## src/rtl/nanoV_pkg.sv

```systemverilog
// Shared constants and helpers for the SPI bus monitor.
// Lane mapping and bit-count width used by the capture path.
package nanoV_pkg;

    localparam int CH_MOSI  = 0;
    localparam int CH_MISO  = 1;
    localparam int BITCNT_W = 8;

    typedef logic [BITCNT_W-1:0] bitcnt_t;

    localparam bitcnt_t BITCNT_MAX = '1;

    typedef enum logic [1:0] {
        CMT_NONE,
        CMT_FRAME,
        CMT_WORD
    } commit_e;

    function automatic bitcnt_t bitcnt_inc(input bitcnt_t c);
        return (c == BITCNT_MAX) ? c : c + bitcnt_t'(1);
    endfunction

endpackage

```

## src/rtl/spi_cap_lane.sv

```systemverilog
// One captured SPI lane: shift register plus circular history array.
// Pointers and commit decisions come from the monitor top.
module spi_cap_lane
    import nanoV_pkg::*;
#(
    parameter int DATA_W     = 32,
    parameter int HIST_DEPTH = 4
) (
    input  logic                          cpu_clk,
    input  logic                          rstn,
    input  logic                          i_shift,
    input  logic                          i_bit,
    input  logic                          i_clear,
    input  logic                          i_wr_en,
    input  logic                          i_wr_word,
    input  logic [$clog2(HIST_DEPTH)-1:0] i_wr_ptr,
    input  logic [$clog2(HIST_DEPTH)-1:0] i_rd_ptr,
    output logic [DATA_W-1:0]             o_rd_data
);

    logic [DATA_W-1:0] r_sr;
    logic [DATA_W-1:0] r_hist [HIST_DEPTH];
    logic [DATA_W-1:0] w_sr_next;

    assign w_sr_next = {r_sr[DATA_W-2:0], i_bit};

    always_ff @(posedge cpu_clk) begin
        if (!rstn) begin
            r_sr <= '0;
        end else if (i_clear) begin
            r_sr <= '0;
        end else if (i_shift) begin
            r_sr <= w_sr_next;
        end
    end

    // A word commit stores the value including this cycle's bit.
    always_ff @(posedge cpu_clk) begin
        if (i_wr_en) begin
            r_hist[i_wr_ptr] <= i_wr_word ? w_sr_next : r_sr;
        end
    end

    assign o_rd_data = r_hist[i_rd_ptr];

endmodule

```

## src/rtl/spi_bus_monitor.sv

```systemverilog
// SPI bus monitor: captures MOSI/MISO frames into a per-lane history
// with freeze, drop counting and registered history read-out.
module spi_bus_monitor
    import nanoV_pkg::*;
#(
    parameter int DATA_W     = 32,
    parameter int NUM_CH     = 2,
    parameter int HIST_DEPTH = 4,
    parameter int WORD_MODE  = 0
) (
    input  logic                                      cpu_clk,
    input  logic                                      rstn,
    input  logic                                      spi_select,
    input  logic                                      spi_mosi,
    input  logic                                      spi_miso,
    input  logic                                      freeze,
    input  logic [$clog2(HIST_DEPTH)-1:0]             view_sel,
    input  logic [((NUM_CH > 1) ? $clog2(NUM_CH) : 1)-1:0] ch_sel,
    output logic [DATA_W-1:0]                         view_data,
    output logic [7:0]                                view_bits,
    output logic [$clog2(HIST_DEPTH):0]               hist_count,
    output logic [15:0]                               frame_count,
    output logic [7:0]                                drop_count
);

    localparam int PTR_W = $clog2(HIST_DEPTH);
    localparam int CH_W  = (NUM_CH > 1) ? $clog2(NUM_CH) : 1;

    localparam logic [PTR_W:0] HIST_FULL = (PTR_W+1)'(HIST_DEPTH);
    localparam bitcnt_t        WORD_LAST = BITCNT_W'(DATA_W - 1);
    localparam bitcnt_t        WORD_BITS = BITCNT_W'(DATA_W);

    logic              r_prev_sel;
    bitcnt_t           r_bit_cnt;
    logic [PTR_W-1:0]  r_wr_ptr;
    bitcnt_t           r_bits [HIST_DEPTH];

    logic              w_shift;
    logic              w_frame_end;
    commit_e           w_kind;
    logic              w_any;
    logic              w_commit;
    logic              w_drop;
    bitcnt_t           w_entry_bits;
    logic [PTR_W-1:0]  w_rd_ptr;
    logic              w_rd_valid;
    logic [DATA_W-1:0] w_sel_data;
    logic [DATA_W-1:0] w_lane_data [NUM_CH];

    assign w_shift     = ~spi_select;
    assign w_frame_end = spi_select & ~r_prev_sel;

    always_comb begin
        w_kind = CMT_NONE;
        if (WORD_MODE != 0 && w_shift && r_bit_cnt == WORD_LAST) begin
            w_kind = CMT_WORD;
        end else if (w_frame_end && r_bit_cnt != '0) begin
            w_kind = CMT_FRAME;
        end
    end

    assign w_any        = (w_kind != CMT_NONE);
    assign w_commit     = w_any & ~freeze;
    assign w_drop       = w_any & freeze;
    assign w_entry_bits = (w_kind == CMT_WORD) ? WORD_BITS : r_bit_cnt;

    always_ff @(posedge cpu_clk) begin
        if (!rstn) begin
            r_prev_sel  <= 1'b1;
            r_bit_cnt   <= '0;
            r_wr_ptr    <= '0;
            hist_count  <= '0;
            frame_count <= '0;
            drop_count  <= '0;
        end else begin
            r_prev_sel <= spi_select;
            if (w_any) begin
                r_bit_cnt <= '0;
            end else if (w_shift) begin
                r_bit_cnt <= bitcnt_inc(r_bit_cnt);
            end
            if (w_commit) begin
                r_wr_ptr    <= r_wr_ptr + 1'b1;
                frame_count <= frame_count + 16'd1;
                if (hist_count != HIST_FULL) begin
                    hist_count <= hist_count + 1'b1;
                end
            end
            if (w_drop && drop_count != 8'hFF) begin
                drop_count <= drop_count + 8'd1;
            end
        end
    end

    always_ff @(posedge cpu_clk) begin
        if (w_commit) begin
            r_bits[r_wr_ptr] <= w_entry_bits;
        end
    end

    // Age 0 is the entry just behind the write pointer.
    assign w_rd_ptr   = r_wr_ptr - PTR_W'(1) - view_sel;
    assign w_rd_valid = ({1'b0, view_sel} < hist_count)
                      && (int'(ch_sel) < NUM_CH);

    always_comb begin
        w_sel_data = '0;
        for (int c = 0; c < NUM_CH; c++) begin
            if (CH_W'(c) == ch_sel) begin
                w_sel_data = w_lane_data[c];
            end
        end
    end

    always_ff @(posedge cpu_clk) begin
        if (!rstn) begin
            view_data <= '0;
            view_bits <= '0;
        end else if (w_rd_valid) begin
            view_data <= w_sel_data;
            view_bits <= r_bits[w_rd_ptr];
        end else begin
            view_data <= '0;
            view_bits <= '0;
        end
    end

    for (genvar c = 0; c < NUM_CH; c++) begin : g_lane
        logic w_bit;
        assign w_bit = (c == CH_MISO) ? spi_miso : spi_mosi;

        spi_cap_lane #(
            .DATA_W     (DATA_W),
            .HIST_DEPTH (HIST_DEPTH)
        ) u_lane (
            .cpu_clk   (cpu_clk),
            .rstn      (rstn),
            .i_shift   (w_shift & ~freeze),
            .i_bit     (w_bit),
            .i_clear   (w_any),
            .i_wr_en   (w_commit),
            .i_wr_word (w_kind == CMT_WORD),
            .i_wr_ptr  (r_wr_ptr),
            .i_rd_ptr  (w_rd_ptr),
            .o_rd_data (w_lane_data[c])
        );
    end

endmodule

```

## config.mk

```make
export PLATFORM = sky130hd
export DESIGN_NAME = spi_bus_monitor
export DESIGN_NICKNAME = d
export VERILOG_FILES = /design/src/rtl/nanoV_pkg.sv /design/src/rtl/spi_cap_lane.sv /design/src/rtl/spi_bus_monitor.sv
export SDC_FILE = /design/constraint.sdc
export NUM_CORES = 1
export LEC_CHECK = 0
export CORE_MARGIN = 5
export CORE_UTILIZATION = 23
export CTS_CLUSTER_DIAMETER = 120
export DETAILED_ROUTE_END_ITERATION = 7
export PLACE_DENSITY = 0.44
export SYNTH_ARGS = -nofsm -noshare
export SYNTH_HDL_FRONTEND = slang
export SYNTH_HIERARCHICAL = 1
export SYNTH_SLANG_ARGS = --single-unit
```

## constraint.sdc

```tcl
create_clock -name cpu_clk -period 9.5 [get_ports cpu_clk]
set_input_delay 0.95 -clock cpu_clk [delete_from_list [all_inputs] [get_ports cpu_clk]]
set_output_delay 0.95 -clock cpu_clk [all_outputs]
set_load 0.05 [all_outputs]
```

# Word-level counts from Yosys, hierarchy flattened
# Memories as Yosys holds them, arrays and structs flattened. A register that Yosys moved wholly into a read port is not among the register bits.
# Cells that the tools add are included.
# word_totals
romBits	0
mem_count	3
ff_bits	134
ramBits	288
in_bits	9
out_inout_bits	67
wordCells	49
latchBits	0
# op_classes
n_addsub	7
n_div	0
n_reduce_logical	9
n_mul	0
bitwise_logic	9
n_lt_le_gt_ge	1
n_mux	7
eq_ne	4
shift	0
# mem_list
name	words	word_bits	rd	rd_clocked_by_memory_dff	wr	line_no	rtl
g_lane[0].u_lane.r_hist	4	32	1	0	1	spi_cap_lane.sv:22	logic [DATA_W-1:0] r_hist [HIST_DEPTH];
g_lane[1].u_lane.r_hist	4	32	1	0	1	spi_cap_lane.sv:22	
r_bits	4	8	1	1	1	spi_bus_monitor.sv:36	bitcnt_t r_bits [HIST_DEPTH];
# op_table
op	count
32-bit 2-to-1 mux	3
16-bit by 1-bit adder with 16-bit output, second input constant	1
8-bit by 1-bit adder with 8-bit output, second input constant	2
8-bit equality test, second input constant	1
8-bit 2-to-1 mux	1
8-bit != test, second input constant	1
8-bit nonzero test	1
2-bit AND reduction	3
1-bit inverter	5
1-bit AND	4
3-bit by 1-bit adder with 3-bit output, second input constant	1
2-bit by 3-bit less-than comparator with 1-bit output	1
1-bit 2-to-1 mux	3
3-bit != test, second input constant	1
2-bit by 1-bit adder with 2-bit output, second input constant	1
1-bit by 2-bit equality test with 1-bit output, second input constant	1
1-bit logical AND	2
2-bit nonzero test	1
2-bit OR reduction	1
2-bit by 1-bit subtractor with 2-bit output, second input constant	1
2-bit subtractor	1
1-bit zero test	1

# Longest topological paths before layout
# Gate-level depths: netlist of run 1.
# logic_depth
depth_word	8
ltp_mapped	9
mapped_depth_nobuf	7

# By module
# Netlist of run 1, hierarchy kept.
# modules_own_cells
module	seq_area_each_um2	area_each_um2	instances	cells_per_inst
spi_cap_lane	4484.3	6193.4	2	312
spi_bus_monitor	2522.4	4550.6	1	405

# Worst setup path after synthesis of run 1
# Ideal clock, no wire load.
# synth_timing
kind	input port to flip-flop
from	in freeze
to	mem g_lane[0].u_lane.r_hist[0][0], enable pin
stages	4
n_path_buf	2
arrival_time_ns	4.179
setup_time_ns	0.468
required_ns	9.032
setup_slack_ns	4.853
path_cell_list	clkbuf_1 -> a211oi_1 -> buf_2 -> nor3b_1
# synth_via
elab_chain_cells	4
# synth_rtl
item	line_no	rtl
from (decl)	spi_bus_monitor.sv:16	input logic freeze,
1-bit inverter	spi_bus_monitor.sv:63	assign w_commit = w_any & ~freeze;
1-bit AND	spi_bus_monitor.sv:63	
net w_commit	spi_bus_monitor.sv:42	logic w_commit;
1-bit 2-to-1 mux	spi_cap_lane.sv:39	if (i_wr_en) begin
1-bit 2-to-1 mux	spi_cap_lane.sv:40	r_hist[i_wr_ptr] <= i_wr_word ? w_sr_next : r_sr;
to (decl)	spi_cap_lane.sv:22	
# The timed path passes the listed nets, and every way through them passes these cells.

==> results of run 1 <==
[state kept, by name, indices dropped and copies added (netlist names)]
signal / flops
drop_count: 8
r_bit_cnt: 8
frame_count: 16
view_data: 32
view_bits: 8
g_lane.u_lane/r_sr: 64
r_prev_sel: 1
g_lane.u_lane/r_hist: 256
r_bits: 32
r_wr_ptr: 2
hist_count: 3
[logic make-up after synthesis]
kind of cell               synth area share (%)
xor gates and xnor gates                  0.362
buffers and inverters                      2.53
DFF                                        67.8
and+or+nand+nor                            6.23
AOI/OAI and AO/OA                          2.06
other                                    0.0221
muxes                                      20.1
adders and majority gates                 0.886
[routing by layer]
layer / up-vias / global-route usage [%] / wire length [um]
met2: 178 / 15.8 / 18000
met3: 49 / 2.05 / 1900
li1: 4122 / - / -
met5: - / 0 / 0
met4: 0 / 2.31 / 685
met1: 4502 / 14.3 / 19100
[power by group through the flow]
stage          sequential (uW)  clock [uW]  combinational, uW
3_3_place_gp              2040           0                181
3_5_place_dp              2040           0                182
5_1_grt                   2000        1950                194
6_report                  2000        1800                179
4_1_cts                   2000        1860                182
2_1_floorplan             2050           0                121
[cell type report]
cell class                 instances  area, um^2
multi-input combinational        531        5090
clock buffer                      62        1280
timing repair buffer              93         881
inverter                          13        48.8
fill                            7339       52700
sequential                       430       11500
clock inverter                    25         255
tap                              959        1200
[cell usage in the layout (no fill, tap or decap), types with 6 or more instances in the layout]
cell | netlist | layout
nand2b_1 | 10 | 10
clkbuf_1 | 19 | 10
ha_1 | 12 | 11
edfxtp_1 | 288 | 288
mux2_2 | 60 | 60
clkdlybuf4s50_1 | 0 | 74
nor3_1 | 6 | 6
nor2b_1 | 7 | 7
buf_4 | 8 | 18
a21oi_1 | 21 | 21
mux4_2 | 68 | 68
o31ai_1 | 11 | 11
nand3_1 | 10 | 10
mux2i_1 | 104 | 104
clkbuf_16 | 0 | 47
nand2_1 | 23 | 23
clkinv_2 | 0 | 8
or4_1 | 10 | 10
nor2_1 | 108 | 105
xnor2_1 | 7 | 6
inv_1 | 13 | 13
dfxtp_1 | 142 | 142
o21ai_0 | 10 | 9
[worst max-delay path, delay by kind of cell]
| kind | cells | cell delay [ns] |
|---|---|---|
| simple gates | 1 | 0.05 |
| buf+inv | 3 | 1.30 |
| fa+ha+maj | 1 | 0.83 |
| mux | 2 | 0.78 |
[path summary, 6_finish.rpt]
| check | startpoint | to | slack (ns) | depth (start not counted) |
|---|---|---|---|---|
| setup / recovery | view_sel[0] | view_data[0] | 5.95 | 7 |
| hold / removal | frame_count[15] | frame_count[15] | 0.48 | 2 |
| setup reg to reg | r_wr_ptr[0] | view_data[0] | 6.23 | 5 |
| hold reg to reg | frame_count[15] | frame_count[15] | 0.48 | 2 |
[stage by stage]
step | utilization [%] | setup slack [ns]
after floorplan | - | 4.85
after detailed placement | 25.6 | 5.25
after global placement | 25.6 | 5.24
final | 27.8 | 5.95
after CTS | 27.8 | 5.88
after global routing | 27.8 | 5.68
==> summary.md, run 1 <==
| Metric | Value |
|---|---|
| Status | `finished, final reports clean` |
| Worst-skew pair later-pin latency | `0.58 ns` |
| Synthesis warning total | `6` |
| Worst endpoint required time | `9.93 ns` |
| Routed WL | `39700 um` |
| Die Y | `281 um` |
| Clk sink count | `430` |
| Initial Utilization | `23.2%` |
| Final Skew | `0.0210 ns` |
| Synth async-reset ratio | `0%` |
| Clock slew at reported path FFs | `0.06 ns` |
| Layout Cells excl Fill | `2113` |
| Gate power share | `4.5%` |
| Most frequent cells after synthesis | `edfxtp_1 (288), dfxtp_1 (142), nor2_1 (108)` |
| Gpl congestion | `0.680` |
| DRC errors left | `0` |
| Rel. slew slack | `30.2%` |
| CP Data Arrival Time | `3.98 ns` |
| Placement row count | `99` |
| H-tree depth | `2` |
| Internal | `3100 uW` |
| Setup Fix Bufs, Post-CTS | `0` |
| TritonCTS buffer count | `47` |
| DP Area | `18700 um^2` |
| Synth-to-Final Area Change | `19.5%` |
| Synth Register Bits | `430` |
| CP max stage delay | `0.83 ns` |
| CP startpoint kind | `primary input` |
| Clock Power Share | `45.3%` |
| Post-DP HPWL | `24000 um` |
| Critical-path maximum fanout | `38` |
| CTS Hold Bufs | `0` |
| Setup CP Type | `primary input to flip-flop` |
| Number of global-route vias before repair | `9410` |
| Syn Inst Count | `1029` |
| Initial drt markers | `496` |
| P_leak | `0.00681 uW` |
| Period minus WS final | `3.55 ns` |
| Avg Inst Size Synth | `16.5 um^2` |
| Sw Ratio | `22.0%` |
| CTS tree | `built` |
| Slowest cell on the critical path | `ha_4` |
| Total GRT Usage | `9.99%` |
| Top-area cell type share of the netlist area | `51.1%` |
| Top-count cell post-synth | `edfxtp_1` |
| Peak supply drop | `0.119 mV` |
| # IOs | `76` |
| Post-route ant nets | `0` |
| Antenna violations before repair | `0` |
| Hold Crit Class | `flip-flop to flip-flop` |
| Sequential share of the synthesized area | `67.8%` |
| CTS Root Buffer Type | `clkbuf_16` |
| Die W | `281 um` |
| Cell variety after synth | `51` |
| Setup TNS Final | `0 ns` |
| Die area | `79200 um^2` |
| Routed via count | `8851` |
| Port bufs | `75` |
| Design Area, Final | `20200 um^2` |
| Highest clock rate | `282 MHz` |
| Longest Clk Path Bufs | `3` |
| Worst Setup End Kind | `flip-flop` |
| Fin crit share | `37.4%` |
| Hold_ws | `0.484 ns` |
| Total of max-cap violations | `0` |
| Grt total ovfl | `0` |
| Count of final hold-check violations | `0` |
| RSZ-0062 raised after global routing | `false` |
| Diodes inserted | `0` |
| Final setup viols | `0` |
| Sequential share of power | `50.2%` |
| Average wire per standard cell | `18.8 um` |
| Crit path cell chain | `clkdlybuf4s50_1 > inv_1 > ha_4 > buf_4 > mux4_1 > mux2i_1 > nor2_1` |
| Pin slew with the least headroom to its limit | `1.05 ns` |
| NetSw | `873 uW` |
| Core Footprint | `73000 um^2` |
| Placed cell count | `2026` |
| Layout cells sized above 1 | `20.3%` |
| # nets final | `1137` |
| Pin count of the biggest net entering global routing | `58` |
| Post-synth EDFFs | `288` |
| Global-route wire length before repair | `60700 um` |
| Area contributors post-synth | `edfxtp_1 (51%), dfxtp_1 (17%), mux4_2 (9.0%)` |
| Post-synth top area cell | `edfxtp_1` |
| Avg Vias per Cell | `4.19` |
| Slew Viols, Final | `0` |
| Post-CTS sizing | `0` |
| Pre-antenna DRT Iters | `4` |
| Area of the mapped netlist | `16900 um^2` |
| Synth Flop Type | `edfxtp_1` |
| PD cells | `196 nW/um^2` |
| Design Power | `3970 uW` |
Power figures use the tool's default switching activity.
==> run 2: changes to the inputs <==
--- a/config.mk
+++ b/config.mk
@@ -9,7 +9,7 @@
 export CORE_UTILIZATION = 23
 export CTS_CLUSTER_DIAMETER = 120
 export DETAILED_ROUTE_END_ITERATION = 7
-export PLACE_DENSITY = 0.44
+export PLACE_DENSITY = 0.46
 export SYNTH_ARGS = -nofsm -noshare
 export SYNTH_HDL_FRONTEND = slang
 export SYNTH_HIERARCHICAL = 1
==> constraint.sdc (replaced) <==
create_clock -name cpu_clk -period 3.15 [get_ports cpu_clk]
set_input_delay 0.315 -clock cpu_clk [delete_from_list [all_inputs] [get_ports cpu_clk]]
set_output_delay 0.315 -clock cpu_clk [all_outputs]
set_load 0.05 [all_outputs]
==> run 2 against run 1 <==
Net effect: clock power rose to 3.1 times the previous value; utilization is 0.50 points higher; cell area rose by 1.8%; global-route usage decreased by 0.28 points; power rose to 3.0 times the previous value; critical path type is now flip-flop to flip-flop; critical endpoint is now g_lane[0].u_lane/r_hist[0][2].
==> summary.md, run 2 (same netlist as run 1, synthesis figures left out) <==
| Metric | Value |
|---|---|
| Status | `finished, final reports clean (unchanged)` |
| Largest registers | `g_lane.u_lane/r_hist: 256 flops, g_lane.u_lane/r_sr: 64 flops (unchanged)` |
| Post-route ant nets | `0 (unchanged)` |
| Sw Ratio | `21.5% (was 22.0%)` |
| CP Depth | `8 (was 7)` |
| Worst endpoint required time | `3.40 ns (was 9.93 ns)` |
| CTS Root Buffer Type | `clkbuf_16 (unchanged)` |
| Pin slew with the least headroom to its limit | `0.780 ns (was 1.05 ns)` |
| Global-route wire length before repair | `59300 um (was 60700 um)` |
| Layout cells sized above 1 | `21.1% (was 20.3%)` |
| Die Y | `281 um (unchanged)` |
| Placed cell count | `2044 (was 2026)` |
| Number of global-route vias before repair | `9352 (was 9410)` |
| DRC errors left | `0 (unchanged)` |
| Commonest non-fill, non-tap cell in the layout | `edfxtp_1 (unchanged)` |
| Routed WL | `38600 um (was 39700 um)` |
| Cell family with most CP delay | `buffers and inverters (unchanged)` |
| Total GRT Usage | `9.71% (was 9.99%)` |
| Final setup viols | `0 (unchanged)` |
| P_leak | `0.00697 uW (was 0.00681 uW)` |
| Most frequent cells in the layout | `edfxtp_1 (288), dfxtp_1 (142), nor2_1 (105) (unchanged)` |
| # IOs | `76 (unchanged)` |
| NetSw | `2590 uW (was 873 uW)` |
| Worst R2R Setup Slack | `0.70 ns (was 6.23 ns)` |
| Final Skew | `0.0140 ns (was 0.0210 ns)` |
| Clk sink count | `430 (unchanged)` |
| Core Footprint | `73000 um^2 (unchanged)` |
| Gpl congestion | `0.704 (was 0.680)` |
| Port bufs | `75 (unchanged)` |
| Internal | `9500 uW (was 3100 uW)` |
| RSZ-0062 raised after global routing | `false (unchanged)` |
| Antenna violations before repair | `0 (unchanged)` |
| Fin crit share | `77.7%` |
| Worst Setup End Kind | `flip-flop (unchanged)` |
| Slew Viols, Final | `0 (unchanged)` |
| Critical R2R Capture | `g_lane[0].u_lane/r_hist[0][2] (was view_data[0])` |
| Reg2reg path depth | `8 (was 5)` |
| Die area | `79200 um^2 (unchanged)` |
| Sequential share of power | `49.8% (was 50.2%)` |
| Setup CP Type | `flip-flop to flip-flop (was primary input to flip-flop)` |
| Average wire per standard cell | `18.1 um (was 18.8 um)` |
| Longest Clk Path Bufs | `3 (unchanged)` |
| Die W | `281 um (unchanged)` |
| Design Area, Final | `20600 um^2 (was 20200 um^2)` |
| Post-DP HPWL | `24000 um (about the same)` |
| Fillers | `7255 (was 7339)` |
| Pre-antenna DRT Iters | `4 (unchanged)` |
| Register area | `11500 um^2 (unchanged)` |
| CP dominant cell by count | `buf_4` |
| Avg Vias per Cell | `4.16 (was 4.19)` |
| Layout Cells excl Fill | `2132 (was 2113)` |
| Clock Power Share | `45.4% (was 45.3%)` |
| CTS tree | `built (unchanged)` |
| H-tree depth | `2 (unchanged)` |
| Largest reg by FF count | `g_lane.u_lane/r_hist (unchanged)` |
| Placement row count | `99 (unchanged)` |
| Setup Fix Bufs, Post-CTS | `0 (unchanged)` |
| Period minus WS final | `2.45 ns` |
| Rel. slew slack | `47.9% (was 30.2%)` |
| Count of final hold-check violations | `0 (unchanged)` |
| Highest clock rate | `408 MHz` |
| # nets final | `1155 (was 1137)` |
| Synth-to-Final Area Change | `21.7% (was 19.5%)` |
| Clock slew at reported path FFs | `0.06 ns (about the same)` |
| Crit path launch | `r_bit_cnt[0] (was view_sel[0])` |
| WP buf/inv | `4 (was 3)` |
| Worst-skew pair later-pin latency | `0.57 ns (was 0.58 ns)` |
| Pin count of the biggest net entering global routing | `65 (was 58)` |
| Max FFs per register | `256 (unchanged)` |
| CP Data Arrival Time | `2.70 ns (was 3.98 ns)` |
| Initial Utilization | `23.2% (unchanged)` |
| Setup crit end | `g_lane[0].u_lane/r_hist[0][2] (was view_data[0])` |
| Routed via count | `8873 (was 8851)` |
| CTS Hold Bufs | `0 (unchanged)` |
| Diodes inserted | `0 (unchanged)` |
| TritonCTS buffer count | `47 (unchanged)` |
| Critical-path maximum fanout | `32 (was 38)` |
| Gate power share | `4.8% (was 4.5%)` |
| CP startpoint kind | `flip-flop (was primary input)` |
| Total of max-cap violations | `0 (unchanged)` |
| Initial drt markers | `485 (was 496)` |
| Post-CTS sizing | `0 (unchanged)` |
| DP Area | `19100 um^2 (was 18700 um^2)` |
| Grt total ovfl | `0 (unchanged)` |
| PD cells | `587 nW/um^2 (was 196 nW/um^2)` |
| CP max stage delay | `0.47 ns (was 0.83 ns)` |
| RR Startpoint | `r_bit_cnt[0] (was r_wr_ptr[0])` |
| Peak supply drop | `0.319 mV (was 0.119 mV)` |
| Hold Crit Class | `primary input to flip-flop (was flip-flop to flip-flop)` |
| Area of the multi-input gates | `5100 um^2 (was 5090 um^2)` |
| Crit path cell chain | `inv_1 > ha_1 > nor4b_2 > buf_4 > a211oi_2 > buf_4 > nor3b_4 > buf_12 (was clkdlybuf4s50_1 > inv_1 > ha_4 > buf_4 > mux4_1 > mux2i_1 > nor2_1)` |
| Slowest cell on the critical path | `dfxtp_1 (was ha_4)` |
[run 2: cell count changes in the layout (fill, tap and decap cells not counted), sizes merged]
| cell | before | now |
|---|---|---|
| clkbuf | 62 | 65 |
| clkinvlp | 5 | 3 |
| bufinv | 3 | 5 |
| buf | 19 | 37 |
| inv | 16 | 14 |
[run 2: area by class of cell]
cell class	count	share of cell area, %
multi-input combinational	531	24.8
clock buffer	65	6.18
inverter	13	0.237
timing repair buffer	111	5.90
sequential	430	55.7
tap	959	5.82
clock inverter	23	1.36
[run 2: tightest hold or removal path, cell delays in order]
cell and delay (ns):
buf_2 0.28, mux2i_1 0.18, nor2_1 0.08
[run 2: power by group through the flow]
stage	registers (uW)	clock network, uW	logic [uW]
finish	6020	5490	585
global route	6020	5940	631
CTS	6020	5700	597
detailed placement	6140	0	596
global placement	6140	0	594
floorplan	6180	0	366
[run 2: worst min-delay path by stage]
stage               slack (ns)             from  depth (start not counted)               to
floorplan                 0.42       spi_select                          1       r_prev_sel
global placement          0.46  frame_count[15]                          2  frame_count[15]
detailed placement        0.47  frame_count[15]                          2  frame_count[15]
global route              0.30           ch_sel                          3    view_data[20]
CTS                       0.29           ch_sel                          3     view_data[8]
finish                    0.32           ch_sel                          3     view_data[2]
[run 2: routing by layer]
metal | vias up | global-route usage (%) | wire (um)
met2 | 154 | 15.7 | 18000
met1 | 4507 | 13.5 | 18300
met3 | 49 | 2.00 | 1670
met4 | 0 | 2.36 | 721
li1 | 4163 | - | -
met5 | - | 0 | 0
[run 2: metrics by stage]
step	setup WS [ns]	total power (uW)	TNS [ns]	hold WS, ns	utilization, %
global route	0.490	12600	0	0.301	28.3
detailed placement	0.455	6730	0	0.473	26.1
finish	0.702	12100	0	0.321	28.3
CTS	0.651	12300	0	0.292	28.3
global placement	0.429	6730	0	0.457	26.1
floorplan	-0.0707	6540	-4.53	0.416	-
==> run 3: changes to the inputs <==
--- a/config.mk
+++ b/config.mk
@@ -9,7 +9,7 @@
 export CORE_UTILIZATION = 23
 export CTS_CLUSTER_DIAMETER = 120
 export DETAILED_ROUTE_END_ITERATION = 7
-export PLACE_DENSITY = 0.46
+export PLACE_DENSITY = 0.44
 export SYNTH_ARGS = -nofsm -noshare
 export SYNTH_HDL_FRONTEND = slang
 export SYNTH_HIERARCHICAL = 1
==> constraint.sdc (replaced) <==
create_clock -name cpu_clk -period 2.6 [get_ports cpu_clk]
set_input_delay 0.26 -clock cpu_clk [delete_from_list [all_inputs] [get_ports cpu_clk]]
set_output_delay 0.26 -clock cpu_clk [all_outputs]
set_load 0.05 [all_outputs]
==> run 3 against run 2 <==
Net effect: power is 19% higher; cell area is 0.44% higher; utilization is 0.13 points higher; sequential share of layout area is 0.22 points lower; setup slack worse by 0.46 ns; non-clock buffer count is 16 higher; global-route usage is 0.065 points lower.
==> summary.md, run 3 (same netlist as run 1, synthesis figures left out) <==
| Metric | Value |
|---|---|
| Die Y | `281 um (unchanged)` |
| Initial drt markers | `558 (was 485)` |
| Grt total ovfl | `0 (unchanged)` |
| Met1 Wirelength | `17600 um (was 18300 um)` |
| Period minus WS final | `2.36 ns (was 2.45 ns)` |
| Fillers | `7274 (was 7255)` |
| Sw Ratio | `21.5% (about the same)` |
| Routed wl met2 | `18100 um (was 18000 um)` |
| RSZ-0062 raised after global routing | `false (unchanged)` |
| Core Footprint | `73000 um^2 (unchanged)` |
| TritonCTS buffer count | `48 (was 47)` |
| Routed via count | `9009 (was 8873)` |
| Clock Power Share | `44.2% (was 45.4%)` |
| PD cells | `694 nW/um^2 (was 587 nW/um^2)` |
| CTS tree | `built (unchanged)` |
| Largest reg by FF count | `g_lane.u_lane/r_hist (unchanged)` |
| Rel. slew slack | `41.4% (was 47.9%)` |
| Most frequent cells in the layout | `edfxtp_1 (288), dfxtp_1 (140), nor2_1 (105) (was edfxtp_1 (288), dfxtp_1 (142), nor2_1 (105))` |
| Die area | `79200 um^2 (unchanged)` |
| NetSw | `3090 uW (was 2590 uW)` |
| Avg Vias per Cell | `4.19 (was 4.16)` |
| # nets final | `1172 (was 1155)` |
| Post-CTS sizing | `0 (unchanged)` |
| Design Power | `14400 uW (was 12100 uW)` |
| CP startpoint kind | `flip-flop (unchanged)` |
| Clock slew at reported path FFs | `0.06 ns (about the same)` |
| RR Startpoint | `r_bit_cnt[0] (unchanged)` |
| Total of max-cap violations | `0 (unchanged)` |
| H-tree depth | `2 (unchanged)` |
| Pin count of the biggest net entering global routing | `41 (was 65)` |
| Placement row count | `99 (unchanged)` |
| Pre-antenna DRT Iters | `6 (was 4)` |
| Synth-to-Final Area Change | `22.2% (was 21.7%)` |
| Final Skew | `0.0172 ns (was 0.0140 ns)` |
| Average wire per standard cell | `17.9 um (was 18.1 um)` |
| Worst-skew pair later-pin latency | `0.57 ns (about the same)` |
| Clk sink count | `430 (unchanged)` |
| Longest Clk Path Bufs | `3 (unchanged)` |
| Met3 wire length | `1880 um (was 1670 um)` |
| CTS Hold Bufs | `0 (unchanged)` |
| CTS Root Buffer Type | `clkbuf_16 (unchanged)` |
| Layout cells sized above 1 | `22.2% (was 21.1%)` |
| Max FFs per register | `256 (unchanged)` |
| Internal | `11300 uW (was 9500 uW)` |
| Highest clock rate | `424 MHz (was 408 MHz)` |
| Reg2reg path depth | `6 (was 8)` |
| P_leak | `0.00704 uW (was 0.00697 uW)` |
| Fin crit share | `90.8% (was 77.7%)` |
| Post-DP HPWL | `25000 um (was 24000 um)` |
| Slew Viols, Final | `0 (unchanged)` |
| Number of global-route vias before repair | `9444 (was 9352)` |
| Total GRT Usage | `9.65% (was 9.71%)` |
| Routed WL | `38400 um (was 38600 um)` |
| Peak supply drop | `0.428 mV (was 0.319 mV)` |
| Sequential share of power | `50.7% (was 49.8%)` |
| Gpl congestion | `0.704 (about the same)` |
| DRC errors left | `0 (unchanged)` |
| Critical-path maximum fanout | `14 (was 32)` |
| Count of final hold-check violations | `0 (unchanged)` |
| Worst Setup End Kind | `flip-flop (unchanged)` |
| Port bufs | `75 (unchanged)` |
| CP Data Arrival Time | `2.63 ns (was 2.70 ns)` |
| Worst endpoint required time | `2.87 ns (was 3.40 ns)` |
| Register area | `11500 um^2 (about the same)` |
| Largest registers | `g_lane.u_lane/r_hist: 256 flops, g_lane.u_lane/r_sr: 64 flops (unchanged)` |
| Crit path launch | `r_bit_cnt[0] (unchanged)` |
| Post-route ant nets | `0 (unchanged)` |
| Top routing layer in use | `met4 (unchanged)` |
| Status | `finished, final reports clean (unchanged)` |
| Pin slew with the least headroom to its limit | `0.878 ns (was 0.780 ns)` |
| Global-route wire length before repair | `59100 um (was 59300 um)` |
| Hold_ws | `0.271 ns (was 0.321 ns)` |
| Setup CP Type | `flip-flop to flip-flop (unchanged)` |
| Die W | `281 um (unchanged)` |
| Hold depth | `3 (unchanged)` |
| # IOs | `76 (unchanged)` |
| Min-delay src | `ch_sel (unchanged)` |
| Commonest non-fill, non-tap cell in the layout | `edfxtp_1 (unchanged)` |
| Initial Utilization | `23.2% (unchanged)` |
| Antenna violations before repair | `0 (unchanged)` |
| Area of the multi-input gates | `5100 um^2 (unchanged)` |
| Final setup viols | `0 (unchanged)` |
| Hold Crit Class | `primary input to flip-flop (unchanged)` |
| Diodes inserted | `0 (unchanged)` |
| Gate power share | `5.1% (was 4.8%)` |
| Setup Fix Bufs, Post-CTS | `0 (unchanged)` |
-- run 3: cell types whose count changed in the layout (fill, tap and decap cells not counted), sizes merged --
cell / previous run / this run
buf: 37 / 53
bufinv: 5 / 2
clkbuf: 65 / 66
clkinv: 14 / 18
clkinvlp: 3 / 1
-- run 3: metal layers --
| metal | GRT usage [%] | up-vias |
|---|---|---|
| li1 | - | 4200 |
| met1 | 13.2 | 4587 |
| met2 | 15.8 | 168 |
| met3 | 2.05 | 54 |
| met4 | 2.50 | 0 |
| met5 | 0 | - |
-- run 3: power by group through the flow --
| stage | clock, uW | sequential [uW] | combinational (uW) |
|---|---|---|---|
| detailed placement | 0 | 7430 | 752 |
| global route | 6890 | 7280 | 799 |
| finish | 6350 | 7290 | 737 |
| CTS | 6600 | 7290 | 754 |
| global placement | 0 | 7430 | 751 |
| floorplan | 0 | 7490 | 446 |
-- run 3: path summary, 6_finish.rpt --
| check | to | slack [ns] |
|---|---|---|
| hold reg to reg | g_lane[1].u_lane/r_sr[31] | 0.49 |
| setup / recovery | g_lane[1].u_lane/r_hist[0][1] | 0.24 |
| setup reg to reg | g_lane[1].u_lane/r_hist[0][1] | 0.24 |
| hold / removal | view_data[5] | 0.27 |
-- run 3: final cells by class --
class	instances	share of cell area, %
clock buffers	66	6.29
well taps	959	5.80
flip-flops and latches	430	55.5
clock inverters	22	0.810
inverters	13	0.236
repair buffers	127	6.70
multi-input cells	531	24.6
-- run 3: critical path, cell delays in order (launching register included) --
cell	delay [ns]
dfxtp_4	0.34
inv_2	0.04
ha_1	0.17
nor4b_2	0.18
a211oi_2	0.26
nor3b_4	0.77
buf_4	0.28
-- run 3: stage by stage --
| step | setup TNS, ns | worst slack (ns) | cells | instance area [um^2] | util, % |
|---|---|---|---|---|---|
| after floorplan | -3.51 | -0.111 | 1030 | 17000 | - |
| after global placement | -0.000262 | -0.000262 | 2060 | 19200 | 26.4 |
| after detailed placement | 0 | 0.0213 | 2060 | 19200 | 26.4 |
| after CTS | 0 | 0.181 | 2148 | 20700 | 28.4 |
| after global routing | 0 | 0.0541 | 2148 | 20700 | 28.4 |
| final | 0 | 0.240 | 2148 | 20700 | 28.4 |
